<file path="src/rtl/rgb2gray_stream.sv">
// rtl/rgb2gray_stream.sv - pipelined RGB-to-gray stream converter with raster markers
module rgb2gray_stream #(
  parameter int H       = 200,
  parameter int W       = 160,
  parameter int DW      = 8,
  parameter int R_COEFF = 30,
  parameter int G_COEFF = 59,
  parameter int B_COEFF = 11,
  parameter int SHIFT   = 7,
  parameter int ROUND   = 0
) (
  input  logic          clk,
  input  logic          rstn,
  input  logic          sync_clr,
  input  logic          s_valid,
  output logic          s_ready,
  input  logic [DW-1:0] s_red,
  input  logic [DW-1:0] s_green,
  input  logic [DW-1:0] s_blue,
  output logic          m_valid,
  input  logic          m_ready,
  output logic [DW-1:0] m_gray,
  output logic          m_sof,
  output logic          m_eol,
  output logic          m_eof
);

  // Product width holds any 8-bit coefficient times a full-scale channel;
  // sum width adds two bits of headroom for three products plus rounding.
  localparam int PW = DW + 8;
  localparam int SW = DW + 10;
  localparam int CW = (W > 1) ? $clog2(W) : 1;
  localparam int RW = (H > 1) ? $clog2(H) : 1;

  localparam logic [PW-1:0] RC = PW'(R_COEFF);
  localparam logic [PW-1:0] GC = PW'(G_COEFF);
  localparam logic [PW-1:0] BC = PW'(B_COEFF);

  localparam logic [SW-1:0] RND  = (ROUND != 0) ? (SW'(1) << (SHIFT - 1)) : SW'(0);
  localparam logic [SW-1:0] MAXV = {{(SW-DW){1'b0}}, {DW{1'b1}}};

  localparam logic [CW-1:0] COL_LAST = CW'(W - 1);
  localparam logic [RW-1:0] ROW_LAST = RW'(H - 1);

  logic          ce;
  logic          accept;

  logic [CW-1:0] col;
  logic [RW-1:0] row;
  logic          col_last;
  logic          row_last;

  logic          v1;
  logic [PW-1:0] p_red;
  logic [PW-1:0] p_green;
  logic [PW-1:0] p_blue;
  logic          sof1;
  logic          eol1;
  logic          eof1;

  logic [SW-1:0] sum;
  logic [SW-1:0] y;
  logic [DW-1:0] gray_next;

  // The whole pipeline advances together whenever the output slot is free or draining;
  // a stalled output freezes every stage so nothing is squeezed or lost.
  assign ce      = !m_valid || m_ready;
  assign s_ready = ce && !sync_clr;
  assign accept  = s_valid && s_ready;

  assign col_last = (col == COL_LAST);
  assign row_last = (row == ROW_LAST);

  // Raster position of the next accepted pixel; moves only on real input transfers.
  always_ff @(posedge clk or negedge rstn) begin
    if (!rstn) begin
      col <= '0;
      row <= '0;
    end else if (sync_clr) begin
      col <= '0;
      row <= '0;
    end else if (accept) begin
      if (col_last) begin
        col <= '0;
        if (row_last) begin
          row <= '0;
        end else begin
          row <= row + RW'(1);
        end
      end else begin
        col <= col + CW'(1);
      end
    end
  end

  // Stage 1: weighted channel products and the pixel's position markers.
  always_ff @(posedge clk or negedge rstn) begin
    if (!rstn) begin
      v1      <= 1'b0;
      p_red   <= '0;
      p_green <= '0;
      p_blue  <= '0;
      sof1    <= 1'b0;
      eol1    <= 1'b0;
      eof1    <= 1'b0;
    end else if (sync_clr) begin
      v1 <= 1'b0;
    end else if (ce) begin
      v1      <= accept;
      p_red   <= PW'(s_red)   * RC;
      p_green <= PW'(s_green) * GC;
      p_blue  <= PW'(s_blue)  * BC;
      sof1    <= (col == '0) && (row == '0);
      eol1    <= col_last;
      eof1    <= col_last && row_last;
    end
  end

  // Sum, optional half-up rounding, scale down, clamp to the output range.
  always_comb begin
    sum       = SW'(p_red) + SW'(p_green) + SW'(p_blue) + RND;
    y         = sum >> SHIFT;
    gray_next = (y > MAXV) ? {DW{1'b1}} : y[DW-1:0];
  end

  // Stage 2: output register; holds its contents while downstream stalls.
  always_ff @(posedge clk or negedge rstn) begin
    if (!rstn) begin
      m_valid <= 1'b0;
      m_gray  <= '0;
      m_sof   <= 1'b0;
      m_eol   <= 1'b0;
      m_eof   <= 1'b0;
    end else if (sync_clr) begin
      m_valid <= 1'b0;
    end else if (ce) begin
      m_valid <= v1;
      m_gray  <= gray_next;
      m_sof   <= sof1;
      m_eol   <= eol1;
      m_eof   <= eof1;
    end
  end

endmodule

</file>
<file path="config.mk">
export PLATFORM = sky130hd
export DESIGN_NAME = rgb2gray_stream
export DESIGN_NICKNAME = d
export VERILOG_FILES = /design/src/rtl/rgb2gray_stream.sv
export SDC_FILE = /design/constraint.sdc
export NUM_CORES = 1
export LEC_CHECK = 0
export CAP_MARGIN = 25
export CORE_MARGIN = 4
export CORE_UTILIZATION = 30
export DETAILED_ROUTE_END_ITERATION = 10
export DONT_BUFFER_PORTS = 1
export GPL_ROUTABILITY_DRIVEN = 0
export HOLD_SLACK_MARGIN = 0.06
export RECOVER_POWER = 25
export SKIP_LAST_GASP = 1
export SLEW_MARGIN = 10
export SYNTH_ARGS = -nofsm -noshare
export SYNTH_HDL_FRONTEND = slang
export SYNTH_SLANG_ARGS = --single-unit
</file>
<file path="constraint.sdc">
create_clock -name clk -period 6.6 [get_ports clk]
set_input_delay 0.99 -clock clk [delete_from_list [all_inputs] [get_ports clk]]
set_output_delay 0.99 -clock clk [all_outputs]
set_load 0.02 [all_outputs]
</file>
Word-level counts from Yosys, hierarchy flattened
Index checks and enable logic that the tools add are counted.
{"block": "totals", "inputBits": 29, "ff_bits": 70, "output_inout_bits": 13, "wordCells": 51}
{"block": "op_classes", "bitwise_logic": 1, "n_reduce_logical": 14, "eq_ne": 2, "mul": 3, "addsub": 4, "mux": 12, "magnitude_cmp": 1}
{"cell": "8-bit 2-to-1 mux", "n": 8}
{"cell": "8-bit by 4-bit multiplier with 12-bit output (second input constant)", "n": 2}
{"cell": "15-bit by 12-bit adder with 16-bit output", "n": 1}
{"cell": "8-bit by 1-bit adder with 8-bit output (second input constant)", "n": 2}
{"cell": "8-bit equality test (second input constant)", "n": 2}
{"cell": "8-bit zero test", "n": 2}
{"cell": "13-bit by 14-bit adder with 15-bit output", "n": 1}
{"cell": "8-bit by 6-bit multiplier with 14-bit output (second input constant)", "n": 1}
{"cell": "9-bit by 8-bit greater-than comparator with 1-bit output (second input constant)", "n": 1}
{"cell": "2-bit nonzero test", "n": 3}
{"cell": "1-bit logical AND", "n": 4}
{"cell": "1-bit 2-to-1 mux", "n": 4}
{"cell": "2-bit AND reduction", "n": 2}
{"cell": "1-bit zero test", "n": 2}
{"cell": "1-bit logical OR", "n": 1}
{"cell": "1-bit inverter", "n": 1}

Depth between registers and ports, before layout
{"block": "logic_depth", "ltp_word": 6, "depth_mapped": 14}

Worst setup path after synthesis
Ideal clock, no wire load.
{"block": "synth_timing", "path_type": "in2reg", "from": "input port s_green[3]", "to": "register p_green[13]", "slack_ns": 2.446, "path_buffers": 0, "arrival_time_ns": 4.020, "stages": 14, "t_required_ns": 6.467, "path_cell_list": "inv_1 fa_1 inv_1 fa_1 inv_1 fa_1 inv_1 ha_1 o21a_1 o211ai_1 nor2_1 a211oi_1 xnor2_1 o21ai_0"}
{"block": "synth_via", "elab_chain_len": 1}
{"item": "from (decl)", "line": "18", "text": "input logic [DW-1:0] s_green,"}
{"item": "8-bit by 6-bit multiplier with 14-bit output", "line": "111", "text": "p_green <= PW'(s_green) * GC;"}
{"item": "to (signal assigned)", "line": "111"}
{"item": "to (decl)", "line": "55", "text": "logic [PW-1:0] p_green;"}
No other way between the ends.
A chain may end at the register's enable or synchronous reset.

Worst setup path in the final report
Same ends and word-level chain as after synthesis.

==> flow_summary_export.csv <==
group,metric,value,unit
sta,fmax,0.2493,GHz
route,wl_per_cell,13.22,um
cells_and_area,syn_to_final_growth,9.897,%
worst_setup_path,path_max_fanout,5,
sta,final_hold_viol_count,0,
global_route,grt_usage,11.31,%
synth,async_flop_share,100.0,%
outcome,outcome,"finished, final reports clean",
clocking,clkTransAtPathRegs,60,ps
cells_and_area,drive_gt1_share,4.589,%
synth,avgSynthCellArea,9.486,um^2
sta,rsz0062_at_grt,"false",
clocking,post_cts_resized,0,
sta,worst_pin_slew,772.4,ps
global_route,overflow,0,
worst_setup_path,endpoint,"p_green[13]$_DFFE_PN0P_",
min_path,hold_class,"in2async",
synth,syn_inst,629,
clocking,hold_buffers,0,
synth,ys_warn_count,0,
power,irDropWorstVdd,0.2100,mV
synth,netlist_area,0.005967,mm^2
global_route,grt_pass1_vias,4242,
sta,slew_headroom,48.51,%
placement,dp.cells,881,
route,ant_nets,0,
clocking,numCtsBuffers,9,
cells_and_area,final_cell_mix,"85 x nand2_1, 82 x inv_1, 82 x ha_1",
worst_setup_path,r2r_slack,3830,ps
placement,dp_hpwl,9107,um
worst_setup_path,critPathLaunch,"s_green[3]",
power,power_leakage,0.003223,uW
synth,synth.distinct_cells,50,
cells_and_area,n_antenna_cell,0,
route,drt-vias-per-instance,4.650,
clocking,clk_latency,340,ps
synth,synth_seq_cells,70,
route,first_pass_iters,4,
worst_setup_path,path_class,"in2reg",
cells_and_area,postLayoutCoreUtil,33.58,%
worst_setup_path,timing.rr.start,"p_red[3]$_DFFE_PN0P_",
worst_setup_path,cp_data_arrival_time,4200,ps
die,die_y,149.0,um
die,io_pins,42,
sta,slew_violations,0,
cells_and_area,fin_cells,897,
clocking,cts_sinks,70,
route,drtIter0Drc,196,
global_route,grt_pass1_wl,20330,um
power,powerDensity,348.2,mW/mm^2
die,die_x,149.0,um
placement,preCtsSetupSlack,2217,ps
cells_and_area,fillers,2008,
placement,port_buffers,0,
route,wirelength,11860,um
power,power,2284,uW
sta,setup_ws,2590,ps
clocking,cts-htree-levels,3,
clocking,clockBufferDepth,2,
global_route,grt_start_max_net_pins,86,
worst_setup_path,cp-end-kind,"register",
die,rows,51,
die,coreArea,0.01953,mm^2
worst_setup_path,r2r_end,"m_gray[6]$_DFFE_PN0P_",
die,die-area,0.02221,mm^2
worst_setup_path,rr_worst_depth,8,
die,initial_core_util,30.56,%
sta,finalCritPeriodShare,60.76,%
sta,clock_skew,6.882,ps
global_route,antenna_found_initial,0,
worst_setup_path,worst_ep_required_time,6790,ps
sta,finalSetupTns,0,ps
synth,yosysSeqAreaShare,29.36,%
sta,setup_viol,0,
route,drc,0,
route,vias,4171,
clocking,clockRootBuffer,"clkbuf_16",
sta,timing.final.crit_period,4010,ps
synth,synth-main-ff-cell,"dfrtp_1",
run,drv_cap,0,
worst_setup_path,critPathLaunchType,"primary input",
cells_and_area,finalNetCount,784,
cells_and_area,final_common_cell,"nand2_1",
synth,syn_nets,786,
clocking,post_cts_buffers,0,
clocking,cts_tree,"yes",
synth,synth_edf_count,0,
==> how the worst min path moves through the flow <==
stage | startpoint | end | slack (ps)
4_1_cts | rstn | p_green[9]$_DFFE_PN0P_ | 330
5_1_grt | rstn | p_blue[11]$_DFFE_PN0P_ | 330
2_1_floorplan | p_green[0]$_DFFE_PN0P_ | p_green[0]$_DFFE_PN0P_ | 440
3_5_place_dp | eol1$_DFFE_PN0P_ | m_eol$_DFFE_PN0P_ | 450
3_3_place_gp | eof1$_DFFE_PN0P_ | m_eof$_DFFE_PN0P_ | 450
6_report | rstn | v1$_DFFE_PN0P_ | 350
==> logic make-up (layout without fill, tap and decap cells) <==
family                   after synthesis  count (layout)  share of synthesized area [%]
AND/OR/NAND/NOR                      178             178                          14.45
flip-flops                            70              70                          29.36
buffers and inverters                 98             101                          6.207
adder cells (fa/ha/maj)              128             128                          32.63
XOR/XNOR                              27              27                          3.963
multiplexers                           3               3                         0.5242
AO/OA/AOI/OAI                        125             125                          12.88
==> metal layers <==
| metal | up-vias | part of all wire (%) | track usage [%] |
|---|---|---|---|
| met5 | - | 0 | 0 |
| met4 | 0 | 0.99 | 3.158 |
| met3 | 8 | 4.2 | 3.160 |
| met2 | 28 | 49 | 19.55 |
| met1 | 2019 | 46 | 13.83 |
| li1 | 2116 | - | - |
==> state kept, by name (all words and copies together) (netlist names) <==
signal / flops
p_green: 14
p_blue: 12
p_red: 12
col: 8
m_gray: 8
row: 8
eof1: 1
eol1: 1
m_eof: 1
m_eol: 1
m_sof: 1
m_valid: 1
sof1: 1
v1: 1
==> area by class of cell <==
cell class / instances / area (um^2) / area share [%]
Clock inverter: 6 / 61.31 / 0.9349
Multi-Input combinational cell: 461 / 3847 / 58.67
Clock buffer: 10 / 239.0 / 3.644
Timing Repair Buffer: 2 / 15.01 / 0.2290
Sequential cell: 70 / 1752 / 26.71
Inverter: 83 / 311.5 / 4.751
Tap cell: 265 / 331.6 / 5.056
==> synth_stat cells (2+ instances only) <==
cell type / instances / share of area [%]
a211o_1: 3 / 0.44
a211oi_1: 3 / 0.38
a21o_1: 10 / 1.3
a21oi_1: 26 / 2.2
a21oi_2: 2 / 0.29
a31oi_1: 5 / 0.52
and2_1: 4 / 0.42
and3_1: 7 / 0.73
buf_1: 5 / 0.31
buf_2: 2 / 0.17
clkbuf_1: 8 / 0.50
dfrtp_1: 70 / 29
fa_1: 46 / 15
ha_1: 82 / 17
inv_1: 82 / 5.2
mux2i_1: 2 / 0.34
nand2_1: 85 / 5.3
nand2b_1: 6 / 0.63
nand3_1: 12 / 1.0
nand4_1: 6 / 0.63
nor2_1: 20 / 1.3
nor2b_1: 2 / 0.21
nor3_1: 13 / 1.1
nor3b_1: 4 / 0.50
nor4_1: 3 / 0.31
nor4b_1: 4 / 0.59
o211ai_1: 4 / 0.50
o21a_1: 6 / 0.75
o21ai_0: 48 / 4.0
o21bai_1: 5 / 0.63
o311a_1: 2 / 0.34
o31ai_1: 5 / 0.63
or2_2: 2 / 0.21
or3_1: 4 / 0.42
xnor2_1: 12 / 1.8
xor2_1: 15 / 2.2
==> critical path: stages <==
cell      delay, ps
inv_1            80
fa_1            550
inv_1            50
fa_1            490
inv_1            50
fa_1            520
inv_1            40
ha_1            350
o21a_1          210
o211ai_1        260
nor2_1           70
a211oi_1        300
xnor2_1         150
o21ai_0          80
==> through the flow <==
step	hold WS (ps)	cell area [um^2]
floorplan	438.2	5967
global placement	446.9	6257
detailed placement	452.3	6257
CTS	333.0	6558
global route	331.2	6558
finish	350.9	6558
==> where the power goes <==
| group | switching, uW | internal (uW) |
|---|---|---|
| clock network | 189 | 301 |
| logic | 608 | 512 |
| registers | 128 | 545 |
No activity file was read; power rests on OpenSTA's default activity.
